File: src/rtl/mem_arbiter.sv
// Data memory arbiter: shares one memory port between MEM-stage loads/stores and a debug port.
// Define MEM_ARB_STARVE_GUARD_EN to let debug preempt after STARVE_MAX pipeline grants.
module mem_arbiter #(
  parameter int WAIT_CYCLES = 2,
  parameter int STARVE_MAX  = 4
) (
  input  logic        clk,
  input  logic        rst_n,

  input  logic        pipe_mem_read_i,
  input  logic        pipe_mem_write_i,
  input  logic [1:0]  pipe_load_mode_i,
  input  logic [31:0] pipe_address_i,
  input  logic [31:0] pipe_write_data_i,
  output logic [31:0] pipe_read_data_o,
  output logic        pipe_stall_o,

  input  logic        dbg_req_i,
  input  logic        dbg_write_i,
  input  logic [31:0] dbg_address_i,
  input  logic [31:0] dbg_write_data_i,
  output logic [31:0] dbg_read_data_o,
  output logic        dbg_ack_o,

  output logic        mem_read_o,
  output logic        mem_write_o,
  output logic [1:0]  mem_load_mode_o,
  output logic [31:0] mem_address_o,
  output logic [31:0] mem_write_data_o,
  input  logic [31:0] mem_read_data_i
);

  localparam int CNT_W = (WAIT_CYCLES > 1) ? $clog2(WAIT_CYCLES) : 1;
  localparam logic [CNT_W-1:0] CNT_LOAD = CNT_W'(WAIT_CYCLES - 1);

  typedef enum logic [1:0] {
    IDLE,
    ACCESS,
    DONE
  } state_e;

  state_e            state_q;
  logic [CNT_W-1:0]  waitCnt_q;
  logic              ownerDbg_q;
  logic              isWrite_q;
  logic              memRead_q;
  logic              memWrite_q;
  logic [1:0]        memMode_q;
  logic [31:0]       memAddr_q;
  logic [31:0]       memWdata_q;
  logic [31:0]       pipeRdata_q;
  logic [31:0]       dbgRdata_q;

  logic              pipeReq;
  logic              forceDbg;
  logic              grantPipe;
  logic              grantDbg;

  assign pipeReq = pipe_mem_read_i | pipe_mem_write_i;

`ifdef MEM_ARB_STARVE_GUARD_EN
  localparam int STARVE_W = (STARVE_MAX > 0) ? $clog2(STARVE_MAX + 1) : 1;
  localparam logic [STARVE_W-1:0] STARVE_LIM = STARVE_W'(STARVE_MAX);

  logic [STARVE_W-1:0] starveCnt_q;
  logic [STARVE_W-1:0] starveCnt_d;

  assign forceDbg = dbg_req_i && (starveCnt_q >= STARVE_LIM);

  // Counts pipeline wins while debug is kept waiting; any debug grant starts over.
  always_comb begin
    starveCnt_d = starveCnt_q;
    if (grantDbg) begin
      starveCnt_d = '0;
    end else if (grantPipe && dbg_req_i && (starveCnt_q < STARVE_LIM)) begin
      starveCnt_d = starveCnt_q + STARVE_W'(1);
    end
  end

  always_ff @(posedge clk or negedge rst_n) begin
    if (!rst_n) begin
      starveCnt_q <= '0;
    end else begin
      starveCnt_q <= starveCnt_d;
    end
  end
`else
  assign forceDbg = 1'b0;
`endif

  always_comb begin
    grantPipe = 1'b0;
    grantDbg  = 1'b0;
    if (state_q == IDLE) begin
      if (dbg_req_i && (!pipeReq || forceDbg)) begin
        grantDbg = 1'b1;
      end else if (pipeReq) begin
        grantPipe = 1'b1;
      end
    end
  end

  // Strobes and the address/data bus come straight from these registers, so
  // requester inputs never reach the memory port combinationally.
  always_ff @(posedge clk or negedge rst_n) begin
    if (!rst_n) begin
      state_q     <= IDLE;
      waitCnt_q   <= '0;
      ownerDbg_q  <= 1'b0;
      isWrite_q   <= 1'b0;
      memRead_q   <= 1'b0;
      memWrite_q  <= 1'b0;
      memMode_q   <= 2'b00;
      memAddr_q   <= '0;
      memWdata_q  <= '0;
      pipeRdata_q <= '0;
      dbgRdata_q  <= '0;
    end else begin
      case (state_q)
        IDLE: begin
          if (grantDbg) begin
            ownerDbg_q <= 1'b1;
            isWrite_q  <= dbg_write_i;
            memRead_q  <= !dbg_write_i;
            memWrite_q <= dbg_write_i;
            memMode_q  <= 2'b00;
            memAddr_q  <= dbg_address_i;
            memWdata_q <= dbg_write_data_i;
            waitCnt_q  <= CNT_LOAD;
            state_q    <= ACCESS;
          end else if (grantPipe) begin
            // A store wins when the stage asserts both read and write.
            ownerDbg_q <= 1'b0;
            isWrite_q  <= pipe_mem_write_i;
            memRead_q  <= pipe_mem_read_i && !pipe_mem_write_i;
            memWrite_q <= pipe_mem_write_i;
            memMode_q  <= pipe_load_mode_i;
            memAddr_q  <= pipe_address_i;
            memWdata_q <= pipe_write_data_i;
            waitCnt_q  <= CNT_LOAD;
            state_q    <= ACCESS;
          end
        end
        ACCESS: begin
          if (waitCnt_q == '0) begin
            memRead_q  <= 1'b0;
            memWrite_q <= 1'b0;
            state_q    <= DONE;
            if (!isWrite_q) begin
              if (ownerDbg_q) begin
                dbgRdata_q <= mem_read_data_i;
              end else begin
                pipeRdata_q <= mem_read_data_i;
              end
            end
          end else begin
            waitCnt_q <= waitCnt_q - CNT_W'(1);
          end
        end
        DONE: begin
          state_q <= IDLE;
        end
        default: begin
          state_q <= IDLE;
        end
      endcase
    end
  end

  // Stall must rise in the very cycle a request appears, so it is the one
  // output decoded from inputs; reset forces it low regardless.
  assign pipe_stall_o = rst_n && pipeReq && !((state_q == DONE) && !ownerDbg_q);
  assign dbg_ack_o    = (state_q == DONE) && ownerDbg_q;

  assign pipe_read_data_o = pipeRdata_q;
  assign dbg_read_data_o  = dbgRdata_q;
  assign mem_read_o       = memRead_q;
  assign mem_write_o      = memWrite_q;
  assign mem_load_mode_o  = memMode_q;
  assign mem_address_o    = memAddr_q;
  assign mem_write_data_o = memWdata_q;

endmodule

File: config.mk
export PLATFORM = sky130hd
export DESIGN_NAME = mem_arbiter
export DESIGN_NICKNAME = d
export VERILOG_FILES = /design/src/rtl/mem_arbiter.sv
export SDC_FILE = /design/constraint.sdc
export NUM_CORES = 1
export LEC_CHECK = 0
export CORE_MARGIN = 3
export CORE_UTILIZATION = 44
export DETAILED_ROUTE_END_ITERATION = 7
export GPL_TIMING_DRIVEN = 1
export HOLD_SLACK_MARGIN = 0.08
export PLACE_DENSITY = 0.95
export SLEW_MARGIN = 15
export SYNTH_ARGS = -nofsm -noshare
export SYNTH_HDL_FRONTEND = slang
export SYNTH_SLANG_ARGS = --single-unit
export TNS_END_PERCENT = 5
File: constraint.sdc
create_clock -name clk -period 5 [get_ports clk]
set_clock_uncertainty 0.05 [all_clocks]
set_input_delay 1.25 -clock clk [delete_from_list [all_inputs] [get_ports clk]]
set_output_delay 1.25 -clock clk [all_outputs]
set_load 0.01 [all_outputs]
---- Word level (Yosys, flattened, before mapping) ----
Cells that the tools add are included.
operators by class
  add/subtract/negate cells ............... 1
  equality and inequality tests ........... 4
  multiplexer cells ....................... 28
  bitwise operators ....................... 4
  reduce and logical (&&, ||, !) cells .... 20
operator list
  operator                                                         count
  32-bit two-way mux                                               4
  1-bit two-way mux                                                15
  2-bit two-way mux                                                5
  4-bit AND reduction                                              2
  1-bit logical AND                                                6
  1-bit case mux with 2 select lines                               3
  2-bit AND reduction                                              3
  1-bit zero test                                                  5
  2-bit case mux with 2 select lines                               1
  2-bit nonzero test                                               2
  3-bit inequality test, second input constant                     1
  1-bit NOT                                                        3
  3-bit AND reduction                                              1
  2-bit by 1-bit == test with 1-bit output, second input constant  1
  2-bit == test, second input constant                             1
  2-bit zero test                                                  1
  2-bit inequality test, second input constant                     1
  1-bit OR                                                         1
  1-bit subtractor, second input constant                          1
word-level totals
  bits in registers ....................... 137
  input port bits ......................... 168

---- Depth between registers and ports, before layout ----
Gate-level depths: netlist of the first run.
  depth after elaboration ................. 8
  depth in mapped cells ................... 5
  depth with buffers taken out ............ 3

---- Least setup slack after synthesis of the first run ----
OpenSTA, ideal clock, no wires.
  path type ............................... input to output
  from .................................... in pipe_mem_read_i
  to ...................................... out pipe_stall_o
  arrival time ............................ 1.686 ns
  required time ........................... 3.700 ns
  path slack .............................. 2.014 ns
  stages .................................. 2
  buffers on the path ..................... 0
  cells stage by stage .................... or2_2 > o311a_1
on the way
  word-level cells in the longest chain between the ends .. 3
RTL lines
  what                             RTL line  RTL
  start, declared                  10        input logic pipe_mem_read_i,
  1-bit OR                         59        assign pipeReq = pipe_mem_read_i | pipe_mem_write_i;
  1-bit logical AND (2 in series)  172       assign pipe_stall_o = rst_n && pipeReq && !((state_q == DONE) && !ownerDbg_q);
  end, declared                    16        output logic pipe_stall_o,
No other way between the ends.

---- Final worst setup path of the first run ----
Same ends and word-level chain as after synthesis.

==> results of run 1 <==
[flip-flops by register name, indices dropped and copies added (netlist names)]
signal            count
ownerDbg_q            1
pipe_read_data_o     32
mem_load_mode_o       2
state_q               2
mem_write_o           1
waitCnt_q             1
dbg_read_data_o      32
mem_address_o        32
mem_write_data_o     32
mem_read_o            1
isWrite_q             1
[worst register-to-register path, delay by kind of cell, from the launching register on]
kind          cells  cell delay [ps]
flops             1              430
mux               1              480
simple gates      2             1390
[final timing paths]
check	startpoint	to	cells past startpoint	slack (ps)
min in group asynchronous	rst_n	pipe_read_data_o[7]$_DFFE_PN0P_	1	670
setup / recovery	pipe_mem_read_i	pipe_stall_o	4	1370
setup reg to reg	state_q[0]$_DFFE_PN0P_	dbg_read_data_o[27]$_DFFE_PN0P_	3	2540
hold reg to reg	mem_write_data_o[27]$_DFFE_PN0P_	mem_write_data_o[27]$_DFFE_PN0P_	1	430
hold / removal	mem_write_data_o[27]$_DFFE_PN0P_	mem_write_data_o[27]$_DFFE_PN0P_	1	430
max in group asynchronous	rst_n	dbg_read_data_o[27]$_DFFE_PN0P_	2	3170
[layout by cell type, fill, tap and decap left out, drive strengths merged, types with 2 or more instances in the layout]
master	count
nand2	3
a22o	2
o2bb2ai	64
inv	4
buf	14
mux2	64
a31oi	65
o21ai	3
clkinvlp	5
o21a	66
or2	2
dfrtp	137
clkdlybuf4s50	297
clkbuf	22
nor2	4
or3b	2
clkinv	4
[power groups by stage]
stage               clock (uW)  combinational, uW  sequential [uW]
global placement             0               2610             1980
finish                    1190               2690             2030
detailed placement           0               2700             2010
floorplan                    0                939             2210
CTS                       1210               2720             2030
global route              1260               2870             2080
[cell type report]
| cell class | instances | area (sq um) |
|---|---|---|
| Fill cell | 826 | 3620 |
| Clock inverter | 10 | 95.09 |
| Sequential cell | 137 | 3428 |
| Inverter | 4 | 15.01 |
| Tap cell | 176 | 220.2 |
| Multi-Input combinational cell | 283 | 2474 |
| Timing Repair Buffer | 311 | 3074 |
| Clock buffer | 22 | 474.2 |
[layer usage]
| metal | part of all wire | GRT usage | up-vias |
|---|---|---|---|
| met3 | 0.11 | 0.1017 | 34 |
| met1 | 0.37 | 0.2928 | 2590 |
| met4 | 0.022 | 0.09204 | 0 |
| li1 | - | - | 2394 |
| met5 | 0 | 0 | - |
| met2 | 0.50 | 0.4356 | 260 |
[cell families after synthesis]
group                  synth area share
DFF                              0.5614
AOI/OAI and AO/OA                0.2512
and+or+nand+nor                 0.01332
muxes                            0.1364
buffers and inverters           0.03770
[metrics by stage]
step           instance area, sq um  hold slack (ps)  worst slack, ps  total power [uW]
2_1_floorplan                  6107            448.6             2014              3146
4_1_cts                        9781            439.0             1341              5960
6_report                       9781            434.3             1372              5909
3_5_place_dp                   9211            422.7             1339              4714
5_1_grt                        9781            448.8             1308              6212
3_3_place_gp                   9211            417.9             1332              4594
==> run_results.csv, run 1 <==
group,metric,value,unit
sta,final_hold_viol_count,0,
yosys,synth_area,0.006107,sq mm
floorplan,io_pins,302,
placed_design,hpwl,13920,um
routing,drtAntennaViolNets,0,
routing,vias,5278,
pwr,peakVddDrop,0.0004278,V
clock_network,cts_root_buf,"clkbuf_16",
global_route,grt_pass1_wl,30110,um
routing,wl_per_cell,21.38,um
pwr,intPower,3959,uW
clock_network,cts_tree,"done",
critical_path,critPathBufInv,2,
global_route,grt_start_max_net_pins,69,
clock_network,post-cts-setup-buffer-count,0,
pwr,pwr-share-comb,0.455,
clock_network,post_cts_resized,0,
sta,setup_tns,0,ps
yosys,synth_seq_cells,137,
pwr,switching_share,0.3301,
yosys,synth_area_leaders,"dfrtp_1, o2bb2ai_1, o21a_1, mux2_4, a31oi_1",
routing,route.detailed.drc,0,
layout,utilization,0.7299,
sta,rsz0062_at_grt,"no",
routing,wl,20160,um
sta,fin_crit_sh,0.7255,
placed_design,io_buffers,301,
sta,max_freq,0.2757,GHz
yosys,synth-async-reset-ratio,1.000,
status,status,"finished clean",
yosys,syn_inst,474,
yosys,synthTopCellsByCount,"dfrtp_1, o21a_1, a31oi_1, o2bb2ai_1, mux2_2",
pwr,switchingPower,1950,uW
global_route,antenna_found_initial,0,
yosys,synth_nets,642,
placed_design,numPlacedInstances,911,
layout,diodes,0,
clock_network,cts-hold-fix-buffers,0,
yosys,synth_top_area_cell,"dfrtp_1",
pwr,clkPwrFrac,0.201,
yosys,yosysSeqAreaShare,0.5614,
clock_network,cts_max_level,4,
floorplan,dieArea,0.01533,sq mm
yosys,ys_types,29,
floorplan,fp.dieW,123.8,um
sta,report.final.slew_viol_count,0,
critical_path,cp.arrival,2330,ps
global_route,overflow,0,
yosys,syn_area_per_cell,12.88,sq um
critical_path,crit_chain,"buf_2, or2_2, o311a_1, clkdlybuf4s50_1",
critical_path,end_kind,"primary output",
global_route,grt_use_total,0.2564,
floorplan,rows,42,
worst_hold_path,hp-class,"reg -> reg",
yosys,yosysTopAreaCellShare,0.5614,
floorplan,start_util,0.4557,
routing,viasPerCell,5.597,
pwr,power.leakage,0.003994,uW
pwr,p_seq_frac,0.344,
critical_path,cp_slowest_stage_delay,480,ps
sta,setup_viol,0,
floorplan,coreArea,0.01340,sq mm
sta,max-slew-margin-rel,0.1982,
layout,syn2layout_area_growth,60.15,%
clock_network,path_clk_slew,50,ps
clock_network,clk_path_buf_depth,2,
global_route,first_global_vias,5619,
critical_path,startpoint_type,"input port",
clock_network,clk_latency,410,ps
critical_path,worstSetupPathType,"in -> out",
sta,period_needed,3628,ps
critical_path,crit_fanout,3,
sta,worstMarginPinSlew,1203,ps
yosys,synth_edf_count,0,
critical_path,cpMaxStageDelayCell,"clkdlybuf4s50_1",
yosys,ys_warn_count,0,
clock_network,cts-buffers-inserted,17,
critical_path,path_delay_family,"buffers and inverters",
job,maxCapViolations,0,
routing,dr.pass1.iters,4,
layout,fin_cells,943,
pwr,p_per_area,604.1,mW/mm^2
yosys,yosysMostFrequentCell,"dfrtp_1",
routing,drt-initial-drc-count,243,
layout,layout-drive-gt1-share,0.1499,
critical_path,cp.required,3700,ps
yosys,synth_flop_cell,"dfrtp_1",
placed_design,gp_congestion,0.8435,
clock_network,numClockSinks,137,
layout,fin_nets,922,
floorplan,die_h,123.8,um
(Power assumes the default switching activity.)
==> inputs of run 2 (changes only) <==
- CORE_UTILIZATION: 44 -> 41
- PLACE_DENSITY: 0.95 -> 0.91
- clock period: 5 -> 3.5 ns (I/O delays scaled with it)
==> run 2 against run 1 <==
Sequential share of layout area fell by 0.31 points. Non-clock buffer count down 1. Register-to-register slack got worse by 1200 ps. Via count down 0.59%. Final cell count grew 0.21%. Clock power grew 60%. Worst hold slack better by 3.2 ps. First-iteration DRC count shrank 2.9%. Largest power group unchanged. Setup slack lost 770 ps. Total power rose by 46%. Critical endpoint unchanged.
==> run_results.csv, run 2 (synthesis results as in run 1) <==
group,metric,value,unit
routing,wl,19690,um
routing,vias,5247,
layout,layout-drive-gt1-share,0.1503,
job,maxCapViolations,0,
sta,setup_slack,606.3,ps
clock_network,clk_path_buf_depth,2,
sta,setup_tns,0,ps
clock_network,cts-buffers-inserted,17,
sta,period_needed,2894,ps
routing,drtAntennaViolNets,0,
critical_path,path_delay_family,"buffers and inverters",
placed_design,placed_area,0.009234,sq mm
critical_path,cpMaxStageDelayCell,"clkdlybuf4s50_1",
worst_hold_path,hold_end,"mem_write_data_o[22]$_DFFE_PN0P_",
placed_design,numPlacedInstances,914,
critical_path,r2r_start,"state_q[1]$_DFFE_PN0P_",
layout,fin_cells,945,
placed_design,gp_congestion,0.8304,
sta,max-slew-margin-rel,0.4035,
clock_network,cts_max_level,4,
layout,syn2layout_area_growth,61.59,%
floorplan,dieArea,0.01640,sq mm
clock_network,path_clk_slew,60,ps
layout,layout_commonest_cell,"clkdlybuf4s50_1",
global_route,grt_start_max_net_pins,73,
routing,drt-initial-drc-count,236,
worst_hold_path,hp-class,"reg -> reg",
clock_network,cts-hold-fix-buffers,0,
critical_path,end_kind,"primary output",
critical_path,crit_chain,"buf_2, or2_2, o311a_1, clkdlybuf4s50_1",
pwr,p_per_area,872.4,mW/mm^2
clock_network,post_cts_resized,0,
floorplan,rows,43,
global_route,grt_use_total,0.2392,
floorplan,io_pins,302,
sta,max_freq,0.3456,GHz
floorplan,die_h,128.0,um
global_route,first_global_vias,5596,
sta,setup_viol,0,
pwr,peakVddDrop,0.0005716,V
clock_network,numClockSinks,137,
sta,final_hold_viol_count,0,
layout,fin_nets,921,
routing,dr.pass1.iters,4,
critical_path,cp_slowest_stage_delay,500,ps
global_route,overflow,0,
critical_path,startpoint_type,"input port",
critical_path,crit_fanout,3,
layout,final_cell_mix,"clkdlybuf4s50_1, dfrtp_1, o21a_1, a31oi_1, o2bb2ai_1",
global_route,antenna_found_initial,0,
critical_path,r2r_cells,3,
routing,route.detailed.drc,0,
floorplan,coreArea,0.01420,sq mm
placed_design,hpwl,14190,um
critical_path,cp.arrival,1970,ps
critical_path,worstSetupPathType,"in -> out",
placed_design,place_ws,616.9,ps
critical_path,reg2reg_setup_slack,1360,ps
worst_hold_path,min-delay-start,"mem_write_data_o[22]$_DFFE_PN0P_",
critical_path,r2r-end,"dbg_read_data_o[23]$_DFFE_PN0P_",
pwr,power.leakage,0.004039,uW
floorplan,start_util,0.4300,
clock_network,post-cts-setup-buffer-count,0,
floorplan,fp.dieW,128.0,um
worst_hold_path,holdPathStages,1,
routing,wl_per_cell,20.84,um
clock_network,cts_tree,"done",
sta,report.final.slew_viol_count,0,
sta,worstMarginPinSlew,894.7,ps
layout,diodes,0,
layout,postLayoutCellArea,0.009868,sq mm
sta,rsz0062_at_grt,"no",
critical_path,cp.required,2570,ps
status,status,"finished clean",
critical_path,critPathBufInv,2,
clock_network,clk_latency,400,ps
placed_design,io_buffers,301,
clock_network,cts_root_buf,"clkbuf_16",
global_route,grt_pass1_wl,30670,um
sta,fin_crit_sh,0.8268,
routing,viasPerCell,5.552,
==> run 2: cell count changes in the layout (fill, tap and decap cells not counted), sizes merged <==
cell      change
clkinvlp      -3
inv           +3
buf           -1
bufinv        +3
clkbuf        -4
==> run 2: area by class of cell <==
cell class / instances / area [sq um]
Fill cell: 951 / 4335
Clock inverter: 13 / 192.7
Sequential cell: 137 / 3428
Multi-Input combinational cell: 283 / 2476
Inverter: 4 / 15.01
Tap cell: 180 / 225.2
Timing Repair Buffer: 310 / 3092
Clock buffer: 18 / 439.2
==> run 2: worst max path at each step <==
stage / depth (start not counted) / slack, ps / start / end
finish: 4 / 610 / pipe_mem_read_i / pipe_stall_o
global placement: 4 / 610 / pipe_mem_read_i / pipe_stall_o
floorplan: 2 / 1260 / pipe_mem_read_i / pipe_stall_o
global route: 4 / 590 / pipe_mem_read_i / pipe_stall_o
CTS: 4 / 620 / pipe_mem_read_i / pipe_stall_o
detailed placement: 4 / 620 / pipe_mem_read_i / pipe_stall_o
==> run 2: layer usage <==
metal  vias to the layer above  global-route usage  wire length (um)
met5                         -                   0                 0
met4                         0             0.08427               432
met3                        30              0.1004              2117
met2                       272              0.3980              9581
met1                      2557              0.2779              7560
li1                       2388                   -                 -
==> run 2: power by group <==
part	total [uW]	switching (uW)	internal [uW]	leakage, uW
sequential	2860	481	2380	0.00166
combinational	3850	1600	2250	0.00207
clock	1900	685	1220	0.000303
==> run 2: worst reg2reg max path, delay by kind of cell, from the launching register on <==
family | cells | cell delay (ps)
simple gates | 2 | 1140
flops | 1 | 420
mux | 1 | 410
==> run 2: metrics by stage <==
stage | util | power [uW] | hold slack [ps]
final | 0.6948 | 8609 | 437.4
after global routing | 0.6948 | 9066 | 462.1
after CTS | 0.6946 | 8694 | 440.2
after detailed placement | 0.6501 | 6736 | 425.0
after global placement | 0.6501 | 6573 | 422.0
after floorplan | - | 4494 | 448.6
==> inputs of run 3 (changes only) <==
- CORE_UTILIZATION: 41 -> 37
- PLACE_DENSITY: 0.91 -> 0.88
- clock period: 3.5 -> 2.3 ns (I/O delays scaled with it)
==> run 3 against run 2 <==
First-iteration DRC count is 9.7% lower. Setup slack worse by 500 ps. Global-route usage is 2.9 points lower. Critical endpoint is now dbg_read_data_o[18]$_DFFE_PN0P_. Core utilization is 6.8 points lower. Sequential share of layout area is 0.54 points lower. Largest power group unchanged. Clock power is 52% higher. Combinational power is 53% higher. Total power is 52% higher.
==> run_results.csv, run 3 (synthesis results as in run 1) <==
group,metric,value,unit
status,status,"finished clean",
clock_network,cts-buffers-inserted,17,
global_route,grt_start_max_net_pins,138,
layout,layout_commonest_cell,"clkdlybuf4s50_1",
critical_path,startpoint_type,"register",
placed_design,gp_congestion,0.7652,
sta,fin_crit_sh,0.9552,
floorplan,rows,46,
critical_path,cp.arrival,2440,ps
global_route,grt_pass1_wl,29920,um
pwr,p_per_area,1309,mW/mm^2
placed_design,io_buffers,301,
sta,worstMarginPinSlew,708.1,ps
routing,dr.pass1.iters,4,
clock_network,cts_tree,"done",
floorplan,die_h,134.5,um
layout,postLayoutCellArea,0.01002,sq mm
layout,layout-drive-gt1-share,0.1580,
clock_network,cts_root_buf,"clkbuf_16",
global_route,overflow,0,
clock_network,clk_path_buf_depth,2,
sta,holdWs,249.3,ps
global_route,grt_use_total,0.2101,
worst_hold_path,hp-class,"in -> async",
floorplan,start_util,0.3817,
critical_path,cp.required,2540,ps
critical_path,worstSetupPathType,"reg -> reg",
clock_network,numClockSinks,137,
critical_path,crit_chain,"buf_4, or3b_4, or3b_2, buf_12, mux2_4",
pwr,switching_share,0.3232,
sta,setup_viol,0,
sta,max_freq,0.4552,GHz
routing,vias,5168,
placed_design,hpwl,13680,um
clock_network,clk_latency,410,ps
placed_design,placed_area,0.009384,sq mm
sta,rsz0062_at_grt,"no",
clock_network,cts_max_level,4,
floorplan,coreArea,0.01600,sq mm
sta,final_hold_viol_count,0,
floorplan,io_pins,302,
critical_path,end_kind,"register",
pwr,intPower,8881,uW
layout,syn2layout_area_growth,64.15,%
sta,max-slew-margin-rel,0.5280,
routing,wl,19270,um
sta,report.final.slew_viol_count,0,
critical_path,cpMaxStageDelayCell,"or3b_2",
routing,wl_per_cell,19.48,um
job,maxCapViolations,0,
clock_network,path_clk_slew,60,ps
routing,drtAntennaViolNets,0,
sta,setup_tns,0,ps
layout,fin_nets,927,
layout,final_cell_mix,"clkdlybuf4s50_1, dfrtp_1, o21a_1, a31oi_1, o2bb2ai_1",
critical_path,cp_slowest_stage_delay,520,ps
critical_path,crit_fanout,32,
pwr,clkPwrFrac,0.220,
pwr,p_seq_frac,0.331,
sta,period_needed,2197,ps
floorplan,fp.dieW,134.5,um
pwr,switchingPower,4241,uW
global_route,antenna_found_initial,1,
pwr,power.leakage,0.004109,uW
pwr,pwr-share-comb,0.449,
routing,route.detailed.drc,0,
routing,viasPerCell,5.225,
global_route,first_global_vias,5582,
routing,drt-initial-drc-count,213,
floorplan,dieArea,0.01808,sq mm
pwr,peakVddDrop,0.0008093,V
critical_path,r2r_cells,5,
-- run 3: cell types whose count changed in the layout (fill, tap and decap cells not counted), sizes merged --
cell           delta
dlygate4sd2       +2
clkdlybuf4s50     -2
clkinvlp          -2
diode             +1
inv               +4
buf               +6
bufinv            -1
-- run 3: path summary, 6_finish.rpt --
kind / from / to / slack [ps]
max: state_q[1]$_DFFE_PN0P_ / dbg_read_data_o[18]$_DFFE_PN0P_ / 100
min: rst_n / mem_write_data_o[10]$_DFFE_PN0P_ / 250
max reg2reg: state_q[1]$_DFFE_PN0P_ / dbg_read_data_o[18]$_DFFE_PN0P_ / 100
min reg2reg: mem_address_o[12]$_DFFE_PN0P_ / mem_address_o[12]$_DFFE_PN0P_ / 430
max in group asynchronous: rst_n / mem_write_data_o[23]$_DFFE_PN0P_ / 1440
min in group clk: mem_address_o[12]$_DFFE_PN0P_ / mem_address_o[12]$_DFFE_PN0P_ / 430
-- run 3: power by group through the flow --
stage | sequential [uW] | clock (uW) | combinational, uW
2_1_floorplan | 4800 | 0 | 2040
3_5_place_dp | 4350 | 0 | 5940
3_3_place_gp | 4290 | 0 | 5810
5_1_grt | 4480 | 3060 | 6300
6_report | 4340 | 2890 | 5890
4_1_cts | 4350 | 2960 | 5980
-- run 3: layout make-up --
class | instances | area, sq um
Sequential cell | 137 | 3428
Clock inverter | 14 | 186.4
Inverter | 4 | 15.01
Timing Repair Buffer | 316 | 3209
Fill cell | 1259 | 5976
Multi-Input combinational cell | 283 | 2474
Tap cell | 216 | 270.3
Clock buffer | 18 | 439.2
Antenna cell | 1 | 2.502
-- run 3: worst max-delay path: cells and delay by family (launching register included) --
family | cells | cell delay (ps)
simple gates | 2 | 950
flops | 1 | 390
buf+inv | 2 | 370
mux | 1 | 320
-- run 3: timing repair --
| action | in CTS | in global routing |
|---|---|---|
| endpoints found under the hold margin | 0 | 0 |
| buffers inserted | 2 | 0 |
| resized for setup | 2 | 0 |
| endpoints found under the setup margin | 2 | 0 |
| hold buffers | 0 | 0 |
-- run 3: routing by layer --
layer,global-route usage,vias to the layer above,share of wire
li1,-,2392,-
met1,0.2429,2521,0.39
met2,0.3486,227,0.49
met3,0.09352,28,0.11
met4,0.07296,0,0.019
met5,0,-,0
-- run 3: through the flow --
| stage | util | std cells | power, uW | setup slack, ps |
|---|---|---|---|---|
| 6_report | 0.6265 | 989 | 13120 | 103.1 |
| 5_1_grt | 0.6264 | 988 | 13840 | 33.53 |
| 4_1_cts | 0.6264 | 988 | 13290 | 104.3 |
| 3_5_place_dp | 0.5865 | 954 | 10290 | 7.267 |
| 3_3_place_gp | 0.5865 | 954 | 10100 | 19.77 |
| 2_1_floorplan | - | 474 | 6839 | 353.9 |
